## src/rtl/axil_read_arbiter_if.sv

```systemverilog
// ============================================================================
// Module : if_axi_lite
// Brief  : AXI-Lite bus bundle with master (M) and slave (S) modports.
// Rev    : 1.0
// ============================================================================
`default_nettype none

interface if_axi_lite #(
    parameter int ADDR_W = 32,
    parameter int DATA_W = 32
);
    logic [ADDR_W-1:0]   awaddr;
    logic [2:0]          awprot;
    logic                awvalid;
    logic                awready;
    logic [DATA_W-1:0]   wdata;
    logic [DATA_W/8-1:0] wstrb;
    logic                wvalid;
    logic                wready;
    logic [1:0]          bresp;
    logic                bvalid;
    logic                bready;
    logic [ADDR_W-1:0]   araddr;
    logic [2:0]          arprot;
    logic                arvalid;
    logic                arready;
    logic [DATA_W-1:0]   rdata;
    logic [1:0]          rresp;
    logic                rvalid;
    logic                rready;

    modport M (
        output awaddr, awprot, awvalid, wdata, wstrb, wvalid, bready,
        output araddr, arprot, arvalid, rready,
        input  awready, wready, bresp, bvalid, arready, rdata, rresp, rvalid
    );

    modport S (
        input  awaddr, awprot, awvalid, wdata, wstrb, wvalid, bready,
        input  araddr, arprot, arvalid, rready,
        output awready, wready, bresp, bvalid, arready, rdata, rresp, rvalid
    );
endinterface

`default_nettype wire

```

## src/rtl/axil_read_arbiter.sv

```systemverilog
// ============================================================================
// Module : axil_read_arbiter
// Brief  : Two-port AXI-Lite read arbiter, one outstanding read at a time.
// Rev    : 1.0
// ============================================================================
`default_nettype none

module axil_read_arbiter #(
    parameter int ADDR_W = 32,
    parameter int DATA_W = 32,
    parameter bit RR_EN  = 1'b1
) (
    input  logic       clk,
    input  logic       rstn,
    if_axi_lite.S      s0,
    if_axi_lite.S      s1,
    if_axi_lite.M      m,
    output logic [1:0] o_grant,
    output logic       o_busy
);

    localparam logic [1:0] ST_IDLE = 2'd0;
    localparam logic [1:0] ST_ADDR = 2'd1;
    localparam logic [1:0] ST_DATA = 2'd2;

    logic [1:0]        state_q, state_d;
    logic [1:0]        grant_q, grant_d;
    logic              last_q, last_d;
    logic [ADDR_W-1:0] araddr_q, araddr_d;
    logic [2:0]        arprot_q, arprot_d;

    logic cand_vld;
    logic cand_sel;
    logic rready_sel;
    logic is_idle;
    logic is_data;
    logic sel0;
    logic sel1;

    // Tie goes to the port not served last in round-robin mode, else port 0.
    assign cand_vld = s0.arvalid | s1.arvalid;
    assign cand_sel = (s0.arvalid & s1.arvalid) ? (RR_EN ? ~last_q : 1'b0) : s1.arvalid;

    assign rready_sel = grant_q[1] ? s1.rready : s0.rready;
    assign is_idle    = (state_q == ST_IDLE) & rstn;
    assign is_data    = (state_q == ST_DATA);
    assign sel0       = is_data & grant_q[0];
    assign sel1       = is_data & grant_q[1];

    always_ff @(posedge clk or negedge rstn) begin
        if (!rstn) begin
            state_q  <= ST_IDLE;
            grant_q  <= 2'b00;
            last_q   <= 1'b1;
            araddr_q <= '0;
            arprot_q <= 3'b000;
        end else begin
            state_q  <= state_d;
            grant_q  <= grant_d;
            last_q   <= last_d;
            araddr_q <= araddr_d;
            arprot_q <= arprot_d;
        end
    end

    always_comb begin
        state_d  = state_q;
        grant_d  = grant_q;
        last_d   = last_q;
        araddr_d = araddr_q;
        arprot_d = arprot_q;
        case (state_q)
            ST_IDLE: begin
                if (cand_vld) begin
                    state_d  = ST_ADDR;
                    grant_d  = cand_sel ? 2'b10 : 2'b01;
                    araddr_d = cand_sel ? s1.araddr : s0.araddr;
                    arprot_d = cand_sel ? s1.arprot : s0.arprot;
                end
            end
            ST_ADDR: begin
                if (m.arready) begin
                    state_d = ST_DATA;
                end
            end
            ST_DATA: begin
                if (m.rvalid && rready_sel) begin
                    state_d = ST_IDLE;
                    grant_d = 2'b00;
                    last_d  = grant_q[1];
                end
            end
            default: begin
                state_d = ST_IDLE;
                grant_d = 2'b00;
            end
        endcase
    end

    always_comb begin
        s0.arready = is_idle & cand_vld & ~cand_sel;
        s1.arready = is_idle & cand_vld & cand_sel;

        m.arvalid  = (state_q == ST_ADDR);
        m.araddr   = araddr_q;
        m.arprot   = arprot_q;
        m.rready   = is_data & rready_sel;

        s0.rvalid  = sel0 & m.rvalid;
        s0.rdata   = sel0 ? m.rdata : {DATA_W{1'b0}};
        s0.rresp   = sel0 ? m.rresp : 2'b00;
        s1.rvalid  = sel1 & m.rvalid;
        s1.rdata   = sel1 ? m.rdata : {DATA_W{1'b0}};
        s1.rresp   = sel1 ? m.rresp : 2'b00;

        // Write channels are not arbitrated here and are held quiet.
        m.awaddr   = '0;
        m.awprot   = 3'b000;
        m.awvalid  = 1'b0;
        m.wdata    = '0;
        m.wstrb    = '0;
        m.wvalid   = 1'b0;
        m.bready   = 1'b0;
        s0.awready = 1'b0;
        s0.wready  = 1'b0;
        s0.bvalid  = 1'b0;
        s0.bresp   = 2'b00;
        s1.awready = 1'b0;
        s1.wready  = 1'b0;
        s1.bvalid  = 1'b0;
        s1.bresp   = 2'b00;

        o_grant    = grant_q;
        o_busy     = (state_q != ST_IDLE);
    end

endmodule

`default_nettype wire

```

## src/flat_wrapper.sv

```systemverilog
// flat-port wrapper written by rule: the top's interface ports become plain ports
module axil_read_arbiter_flat 
#(
    parameter int ADDR_W = 32,
    parameter int DATA_W = 32,
    parameter bit RR_EN  = 1'b1
)
  (clk, rstn, o_grant, o_busy, s0_awaddr, s0_awprot, s0_awvalid, s0_wdata, s0_wstrb, s0_wvalid, s0_bready, s0_araddr, s0_arprot, s0_arvalid, s0_rready, s0_awready, s0_wready, s0_bresp, s0_bvalid, s0_arready, s0_rdata, s0_rresp, s0_rvalid, s1_awaddr, s1_awprot, s1_awvalid, s1_wdata, s1_wstrb, s1_wvalid, s1_bready, s1_araddr, s1_arprot, s1_arvalid, s1_rready, s1_awready, s1_wready, s1_bresp, s1_bvalid, s1_arready, s1_rdata, s1_rresp, s1_rvalid, m_awaddr, m_awprot, m_awvalid, m_wdata, m_wstrb, m_wvalid, m_bready, m_araddr, m_arprot, m_arvalid, m_rready, m_awready, m_wready, m_bresp, m_bvalid, m_arready, m_rdata, m_rresp, m_rvalid);
  if_axi_lite #(.ADDR_W(ADDR_W), .DATA_W(DATA_W)) s0_i ();
  if_axi_lite #(.ADDR_W(ADDR_W), .DATA_W(DATA_W)) s1_i ();
  if_axi_lite #(.ADDR_W(ADDR_W), .DATA_W(DATA_W)) m_i ();
  input  logic clk;
  input  logic rstn;
  output logic [1:0] o_grant;
  output logic o_busy;
  input wire logic [$bits(s0_i.awaddr)-1:0] s0_awaddr;
  input wire logic [$bits(s0_i.awprot)-1:0] s0_awprot;
  input wire logic [$bits(s0_i.awvalid)-1:0] s0_awvalid;
  input wire logic [$bits(s0_i.wdata)-1:0] s0_wdata;
  input wire logic [$bits(s0_i.wstrb)-1:0] s0_wstrb;
  input wire logic [$bits(s0_i.wvalid)-1:0] s0_wvalid;
  input wire logic [$bits(s0_i.bready)-1:0] s0_bready;
  input wire logic [$bits(s0_i.araddr)-1:0] s0_araddr;
  input wire logic [$bits(s0_i.arprot)-1:0] s0_arprot;
  input wire logic [$bits(s0_i.arvalid)-1:0] s0_arvalid;
  input wire logic [$bits(s0_i.rready)-1:0] s0_rready;
  output wire logic [$bits(s0_i.awready)-1:0] s0_awready;
  output wire logic [$bits(s0_i.wready)-1:0] s0_wready;
  output wire logic [$bits(s0_i.bresp)-1:0] s0_bresp;
  output wire logic [$bits(s0_i.bvalid)-1:0] s0_bvalid;
  output wire logic [$bits(s0_i.arready)-1:0] s0_arready;
  output wire logic [$bits(s0_i.rdata)-1:0] s0_rdata;
  output wire logic [$bits(s0_i.rresp)-1:0] s0_rresp;
  output wire logic [$bits(s0_i.rvalid)-1:0] s0_rvalid;
  input wire logic [$bits(s1_i.awaddr)-1:0] s1_awaddr;
  input wire logic [$bits(s1_i.awprot)-1:0] s1_awprot;
  input wire logic [$bits(s1_i.awvalid)-1:0] s1_awvalid;
  input wire logic [$bits(s1_i.wdata)-1:0] s1_wdata;
  input wire logic [$bits(s1_i.wstrb)-1:0] s1_wstrb;
  input wire logic [$bits(s1_i.wvalid)-1:0] s1_wvalid;
  input wire logic [$bits(s1_i.bready)-1:0] s1_bready;
  input wire logic [$bits(s1_i.araddr)-1:0] s1_araddr;
  input wire logic [$bits(s1_i.arprot)-1:0] s1_arprot;
  input wire logic [$bits(s1_i.arvalid)-1:0] s1_arvalid;
  input wire logic [$bits(s1_i.rready)-1:0] s1_rready;
  output wire logic [$bits(s1_i.awready)-1:0] s1_awready;
  output wire logic [$bits(s1_i.wready)-1:0] s1_wready;
  output wire logic [$bits(s1_i.bresp)-1:0] s1_bresp;
  output wire logic [$bits(s1_i.bvalid)-1:0] s1_bvalid;
  output wire logic [$bits(s1_i.arready)-1:0] s1_arready;
  output wire logic [$bits(s1_i.rdata)-1:0] s1_rdata;
  output wire logic [$bits(s1_i.rresp)-1:0] s1_rresp;
  output wire logic [$bits(s1_i.rvalid)-1:0] s1_rvalid;
  output wire logic [$bits(m_i.awaddr)-1:0] m_awaddr;
  output wire logic [$bits(m_i.awprot)-1:0] m_awprot;
  output wire logic [$bits(m_i.awvalid)-1:0] m_awvalid;
  output wire logic [$bits(m_i.wdata)-1:0] m_wdata;
  output wire logic [$bits(m_i.wstrb)-1:0] m_wstrb;
  output wire logic [$bits(m_i.wvalid)-1:0] m_wvalid;
  output wire logic [$bits(m_i.bready)-1:0] m_bready;
  output wire logic [$bits(m_i.araddr)-1:0] m_araddr;
  output wire logic [$bits(m_i.arprot)-1:0] m_arprot;
  output wire logic [$bits(m_i.arvalid)-1:0] m_arvalid;
  output wire logic [$bits(m_i.rready)-1:0] m_rready;
  input wire logic [$bits(m_i.awready)-1:0] m_awready;
  input wire logic [$bits(m_i.wready)-1:0] m_wready;
  input wire logic [$bits(m_i.bresp)-1:0] m_bresp;
  input wire logic [$bits(m_i.bvalid)-1:0] m_bvalid;
  input wire logic [$bits(m_i.arready)-1:0] m_arready;
  input wire logic [$bits(m_i.rdata)-1:0] m_rdata;
  input wire logic [$bits(m_i.rresp)-1:0] m_rresp;
  input wire logic [$bits(m_i.rvalid)-1:0] m_rvalid;
  assign s0_i.awaddr = s0_awaddr;
  assign s0_i.awprot = s0_awprot;
  assign s0_i.awvalid = s0_awvalid;
  assign s0_i.wdata = s0_wdata;
  assign s0_i.wstrb = s0_wstrb;
  assign s0_i.wvalid = s0_wvalid;
  assign s0_i.bready = s0_bready;
  assign s0_i.araddr = s0_araddr;
  assign s0_i.arprot = s0_arprot;
  assign s0_i.arvalid = s0_arvalid;
  assign s0_i.rready = s0_rready;
  assign s0_awready = s0_i.awready;
  assign s0_wready = s0_i.wready;
  assign s0_bresp = s0_i.bresp;
  assign s0_bvalid = s0_i.bvalid;
  assign s0_arready = s0_i.arready;
  assign s0_rdata = s0_i.rdata;
  assign s0_rresp = s0_i.rresp;
  assign s0_rvalid = s0_i.rvalid;
  assign s1_i.awaddr = s1_awaddr;
  assign s1_i.awprot = s1_awprot;
  assign s1_i.awvalid = s1_awvalid;
  assign s1_i.wdata = s1_wdata;
  assign s1_i.wstrb = s1_wstrb;
  assign s1_i.wvalid = s1_wvalid;
  assign s1_i.bready = s1_bready;
  assign s1_i.araddr = s1_araddr;
  assign s1_i.arprot = s1_arprot;
  assign s1_i.arvalid = s1_arvalid;
  assign s1_i.rready = s1_rready;
  assign s1_awready = s1_i.awready;
  assign s1_wready = s1_i.wready;
  assign s1_bresp = s1_i.bresp;
  assign s1_bvalid = s1_i.bvalid;
  assign s1_arready = s1_i.arready;
  assign s1_rdata = s1_i.rdata;
  assign s1_rresp = s1_i.rresp;
  assign s1_rvalid = s1_i.rvalid;
  assign m_awaddr = m_i.awaddr;
  assign m_awprot = m_i.awprot;
  assign m_awvalid = m_i.awvalid;
  assign m_wdata = m_i.wdata;
  assign m_wstrb = m_i.wstrb;
  assign m_wvalid = m_i.wvalid;
  assign m_bready = m_i.bready;
  assign m_araddr = m_i.araddr;
  assign m_arprot = m_i.arprot;
  assign m_arvalid = m_i.arvalid;
  assign m_rready = m_i.rready;
  assign m_i.awready = m_awready;
  assign m_i.wready = m_wready;
  assign m_i.bresp = m_bresp;
  assign m_i.bvalid = m_bvalid;
  assign m_i.arready = m_arready;
  assign m_i.rdata = m_rdata;
  assign m_i.rresp = m_rresp;
  assign m_i.rvalid = m_rvalid;
  axil_read_arbiter #(.ADDR_W(ADDR_W), .DATA_W(DATA_W), .RR_EN(RR_EN)) u_core (.clk(clk), .rstn(rstn), .s0(s0_i), .s1(s1_i), .m(m_i), .o_grant(o_grant), .o_busy(o_busy));
endmodule
```

## config.mk

```make
export PLATFORM = sky130hd
export DESIGN_NAME = axil_read_arbiter_flat
export DESIGN_NICKNAME = d
export VERILOG_FILES = /design/src/rtl/axil_read_arbiter_if.sv /design/src/rtl/axil_read_arbiter.sv /design/src/flat_wrapper.sv
export SDC_FILE = /design/constraint.sdc
export NUM_CORES = 1
export LEC_CHECK = 0
export BUFFER_PORTS_ARGS = -buffer_cell sky130_fd_sc_hd__buf_2
export CAP_MARGIN = 5
export CORE_AREA = 2 2 178 180
export CTS_BUF_LIST = sky130_fd_sc_hd__clkbuf_16
export DETAILED_ROUTE_END_ITERATION = 8
export DIE_AREA = 0 0 180 182
export PLACE_DENSITY = 0.39
export SLEW_MARGIN = 20
export SYNTH_ARGS = -nofsm -noshare
export SYNTH_HDL_FRONTEND = slang
export SYNTH_SLANG_ARGS = --single-unit
```

## constraint.sdc

```tcl
create_clock -name clk -period 2.7 [get_ports clk]
set_input_delay 0 -clock clk [delete_from_list [all_inputs] [get_ports clk]]
set_output_delay 0 -clock clk [all_outputs]
set_load 0.03 [all_outputs]
```

Yosys cells after proc, flatten, opt, wreduce, memory -nomap -nowiden
Cells that the tools add are included.
{"block": "op_classes", "n_reduce_logical": 7, "bitwise": 14, "eq_ne": 5, "n_mux": 15}
{"op": "32-bit two-way mux", "n": 3}
{"op": "2-bit two-way mux", "n": 7}
{"op": "2-bit case mux with 3 select lines", "n": 2}
{"op": "1-bit bitwise AND", "n": 10}
{"op": "3-bit AND reduction", "n": 2}
{"op": "2-bit by 1-bit inequality test with 1-bit output (second input constant)", "n": 2}
{"op": "2-bit AND reduction", "n": 2}
{"op": "3-bit two-way mux", "n": 1}
{"op": "1-bit NOT", "n": 3}
{"op": "2-bit by 1-bit == test with 1-bit output (second input constant)", "n": 1}
{"op": "2-bit == test (second input constant)", "n": 1}
{"op": "2-bit logical NOT", "n": 1}
{"op": "1-bit two-way mux", "n": 2}
{"op": "2-bit inequality test (second input constant)", "n": 1}
{"op": "2-bit nonzero test", "n": 1}
{"op": "1-bit logical AND", "n": 1}
{"op": "1-bit OR", "n": 1}
{"block": "word_totals", "inputBits": 265, "register_bits": 40, "wordCells": 46}

Logic depth before layout (Yosys ltp)
{"block": "logic_depth", "ltp_word": 5, "mapped_depth": 5, "depth_no_buf": 3}

Worst setup path after synthesis
OpenSTA, ideal clock, no wires.
{"block": "synth_path", "kind": "flip-flop to output port", "start": "register u_core.grant_q[1] (netlist: u_core.o_grant[1])", "end": "output port s1_rdata[10]", "setup_slack_ns": 1.242, "arrival_time_ns": 1.458, "stages_incl_launch_ff": 5, "path_cell_list": "dfrtp_1 inv_1 nor2_1 clkbuf_1 and2_1"}
{"block": "synth_via", "elab_chain_cells": 2}
{"item": "start, declared", "line_no": "axil_read_arbiter.sv:27", "source": "logic [1:0] grant_q, grant_d;"}
{"item": "start signal, assigned", "line_no": "axil_read_arbiter.sv:59", "source": "grant_q <= grant_d;"}
{"item": "1-bit bitwise AND", "line_no": "axil_read_arbiter.sv:48", "source": "assign sel1 = is_data & grant_q[1];"}
{"item": "32-bit two-way mux", "line_no": "axil_read_arbiter.sv:113", "source": "s1.rdata = sel1 ? m.rdata : {DATA_W{1'b0}};"}
{"item": "end, declared", "line_no": "flat_wrapper.sv:51", "source": "output wire logic [$bits(s1_i.rdata)-1:0] s1_rdata;"}
Every way passes these cells.

Worst setup path after layout
{"block": "layout_path", "start": "register u_core.last_q", "end": "register u_core.araddr_q[4] (netlist: u_core.m.araddr[4])"}
{"block": "layout_via", "elab_chain_cells": 3}
{"item": "start, declared", "line_no": "axil_read_arbiter.sv:28", "source": "logic last_q, last_d;"}
{"item": "start signal, assigned", "line_no": "axil_read_arbiter.sv:60", "source": "last_q <= last_d;"}
{"item": "1-bit NOT", "line_no": "axil_read_arbiter.sv:42", "source": "assign cand_sel = (s0.arvalid & s1.arvalid) ? (RR_EN ? ~last_q : 1'b0) : s1.arvalid;"}
{"item": "1-bit two-way mux", "line_no": "axil_read_arbiter.sv:42"}
{"item": "32-bit two-way mux", "line_no": "axil_read_arbiter.sv:77", "source": "araddr_d = cand_sel ? s1.araddr : s0.araddr;"}
{"item": "end signal, assigned", "line_no": "axil_read_arbiter.sv:61", "source": "araddr_q <= araddr_d;"}
{"item": "end, declared", "line_no": "axil_read_arbiter.sv:29", "source": "logic [ADDR_W-1:0] araddr_q, araddr_d;"}
Every way passes these cells.
A chain may end at the register's enable or synchronous reset.

==> summary.md <==
| Metric | Value |
|---|---|
| Via count | `approximately 3200` |
| Std-Cell Core Area | `31000 um2` |
| Clk slew on worst S/H paths | `~70 ps` |
| Synth Warn # | `0` |
| Synthesized flop and latch total | `40` |
| VDD IR-drop max | `0.246 mV` |
| Die Ht | `about 180 um` |
| CTS resizes | `0` |
| R2R setup slack | `~470 ps` |
| Worst-margin pin slew | `636 ps` |
| Worst setup EP type | `register` |
| Final setup fails | `0` |
| Cell count after synthesis | `317` |
| Worst Hold Depth | `3` |
| Fin Setup TNS | `0 ps` |
| Max Cap Violations | `0` |
| Initial DRC Count | `84` |
| Hold Vio Cnt, Final | `0` |
| Clock Latency Late Sink | `300 ps` |
| Ant. Diodes | `0` |
| End of the worst hold path | `u_core.o_grant[0]` |
| CP Launch Type | `register` |
| HPWL Detailed | `8730 um` |
| Initial core utilization | `9.64%` |
| Die width | `roughly 180 um` |
| Critical Setup Path Class | `register to register` |
| Htree depth | `2` |
| First-pass GRT wire length | `around 18000 um` |
| Register area share after synthesis | `around 34%` |
| Cell row count | `65` |
| GRT Overall Usage | `7.01%` |
| Die area | `about 33000 um2` |
| Worst Hold Class | `input port to register` |
| Crit share post-route | `82.5%` |
| R2r endpoint | `u_core.m.araddr[4]` |
| Largest net degree at the start of global routing | `41` |
| FF-to-FF Start | `u_core.last_q` |
| Nets@finish | `roughly 870` |
| Area Overhead vs Synth | `71.9%` |
| Clock sinks | `40` |
| Hold slack | `94.6 ps` |
| Final Slew Violations | `0` |
| DR pass1 iterations | `4` |
| Vias in the first global route | `3118` |
| CP max FO | `26` |
| Grt ovf | `0` |
| Status | `finished, final reports clean` |
| CTS root buffer | `clkbuf_16` |
| Distinct cells, synth | `25` |
| Worst Min Path Start | `m_rvalid` |
| CP required | `around 2900 ps` |
| Commonest cells after routing, fill and taps aside | `buf_2 (223), conb_1 (84), and2_1 (72), dlygate4sd3_1 (72), dfrtp_1 (39)` |
| CP arrival | `2390 ps` |
| WL/cell | `roughly 12 um` |
| CTS Buf Count | `5` |
| CP max-delay cell | `dlygate4sd3_1` |
| CTS Buffer Depth | `2` |
| Avg Inst Size Synth | `9.42 um2` |
| ANT nets after route | `0` |
| # DRC | `0` |
| Initial antenna violation count | `3` |
| RD Place Congestion | `0.733` |
| Critical-path cell list | `nand2_1 -> and3_2 -> buf_4 -> a221o_1 -> dlygate4sd3_1` |
| Drt via density | `approximately 3.2` |
| Syn Std Cell Area | `approximately 3000 um2` |
| Ports | `461` |
| Pwr dens | `921 nW/um2` |
| Fmax | `0.449 GHz` |
| Input/output buffers | `223` |
| Max_slew headroom | `a little under three fifths` |
| RSZ-0062 raised after global routing | `no` |
| Pleak | `2.73 nW` |
| Max incr delay on CP | `560 ps` |
| Most common cell after layout, fill and taps aside | `buf_2` |
| Skew final | `16.5 ps` |
| Routed WL | `~12000 um` |
| Worst Reg-to-Reg Cells | `5` |
| CTS tree | `done` |
| Layout cells sized above 1 | `between 40% and 50%` |
| Post-layout minimum cycle time | `roughly 2200 ps` |
## area by class of cell
type                            instances  area (um2)
Fill cell                            3523       25900
Timing Repair Buffer                  303        1900
Multi-Input combinational cell        250        1550
Sequential cell                        40        1000
Tap cell                              402         503
Clock buffer                            5         125
Clock inverter                          3        42.5
Inverter                                4        15.0
## critical path: cells and delay by family (launching register included)
| family | cells | cell delay [ps] |
|---|---|---|
| buffers and inverters | 2 | 850 |
| DFF | 1 | 540 |
| and+or+nand+nor | 2 | 360 |
| AOI/OAI and AO/OA | 1 | 330 |
## flip-flops by register name, summed over array words and instances, names as in the netlist
name,flops
u_core.o_grant,2
u_core.m.araddr,32
u_core.state_q,2
u_core.last_q,1
u_core.m.arprot,3
## cells in the mapped netlist, drive strengths merged
master | number | area, um2
dfstp | 1 | 26.3
o21bai | 1 | 7.51
or2 | 1 | 6.26
nor2b | 2 | 12.5
nor3b | 3 | 22.5
buf | 96 | 709
nand2b | 3 | 18.8
mux2i | 1 | 10.0
and2 | 72 | 450
nand2 | 2 | 7.51
a21boi | 35 | 263
a221o | 35 | 350
and3 | 2 | 12.5
mux2 | 1 | 11.3
inv | 4 | 15.0
dfrtp | 39 | 976
conb | 1 | 3.75
a22o | 1 | 8.76
clkbuf | 10 | 37.5
nor2 | 4 | 15.0
o21ai | 1 | 5.00
a211o | 2 | 17.5
## how the worst max path moves through the flow
stage,slack (ps),end,cells past startpoint,startpoint
global placement,1020,u_core.m.araddr[1],4,u_core.state_q[1]
floorplan,1240,s1_rdata[10],4,u_core.o_grant[1]
CTS,460,u_core.m.araddr[24],5,u_core.last_q
detailed placement,1040,u_core.m.araddr[6],4,u_core.last_q
global route,370,u_core.m.araddr[4],5,u_core.state_q[0]
finish,470,u_core.m.araddr[4],5,u_core.last_q
## power breakdown
part / leakage, nW / internal (W) / total (W) / switching [W]
logic: 2.15 / 0.00123 / 0.00298 / 0.00174
clock network: 0.0798 / 0.000435 / 0.000704 / 0.000269
registers: 0.494 / 0.000892 / 0.00105 / 0.000153
## cell families after synthesis
logic type	share of synthesized area, %
AO/OA/AOI/OAI	21.8
buffers and inverters	25.5
flip-flops	33.6
multiplexers	0.712
other	0.126
AND/OR/NAND/NOR	18.3
## per-stage QoR
stage	utilization (%)	area, um2	total power (W)	setup WS [ps]	instances
finish	16.6	5130	0.00473	473	1007
global route	16.6	5130	0.00505	368	1007
CTS	16.6	5130	0.00479	462	1007
detailed placement	13.7	4250	0.00354	1040	927
global placement	13.7	4250	0.00356	1020	927
floorplan	-	3300	0.00286	1240	400
## routing by layer
metal / share of wire [%] / track usage, %
met1: 39 / 7.55
met2: 50 / 13.2
met3: 9.6 / 2.23
met4: 1.2 / 1.76
met5: 0.11 / 0
## what timing repair did
item | CTS | global route
buffers inserted | 0 | 0
endpoints found under the hold margin | 76 | 0
hold buffers | 72 | 0
(Power assumes the default switching activity.)
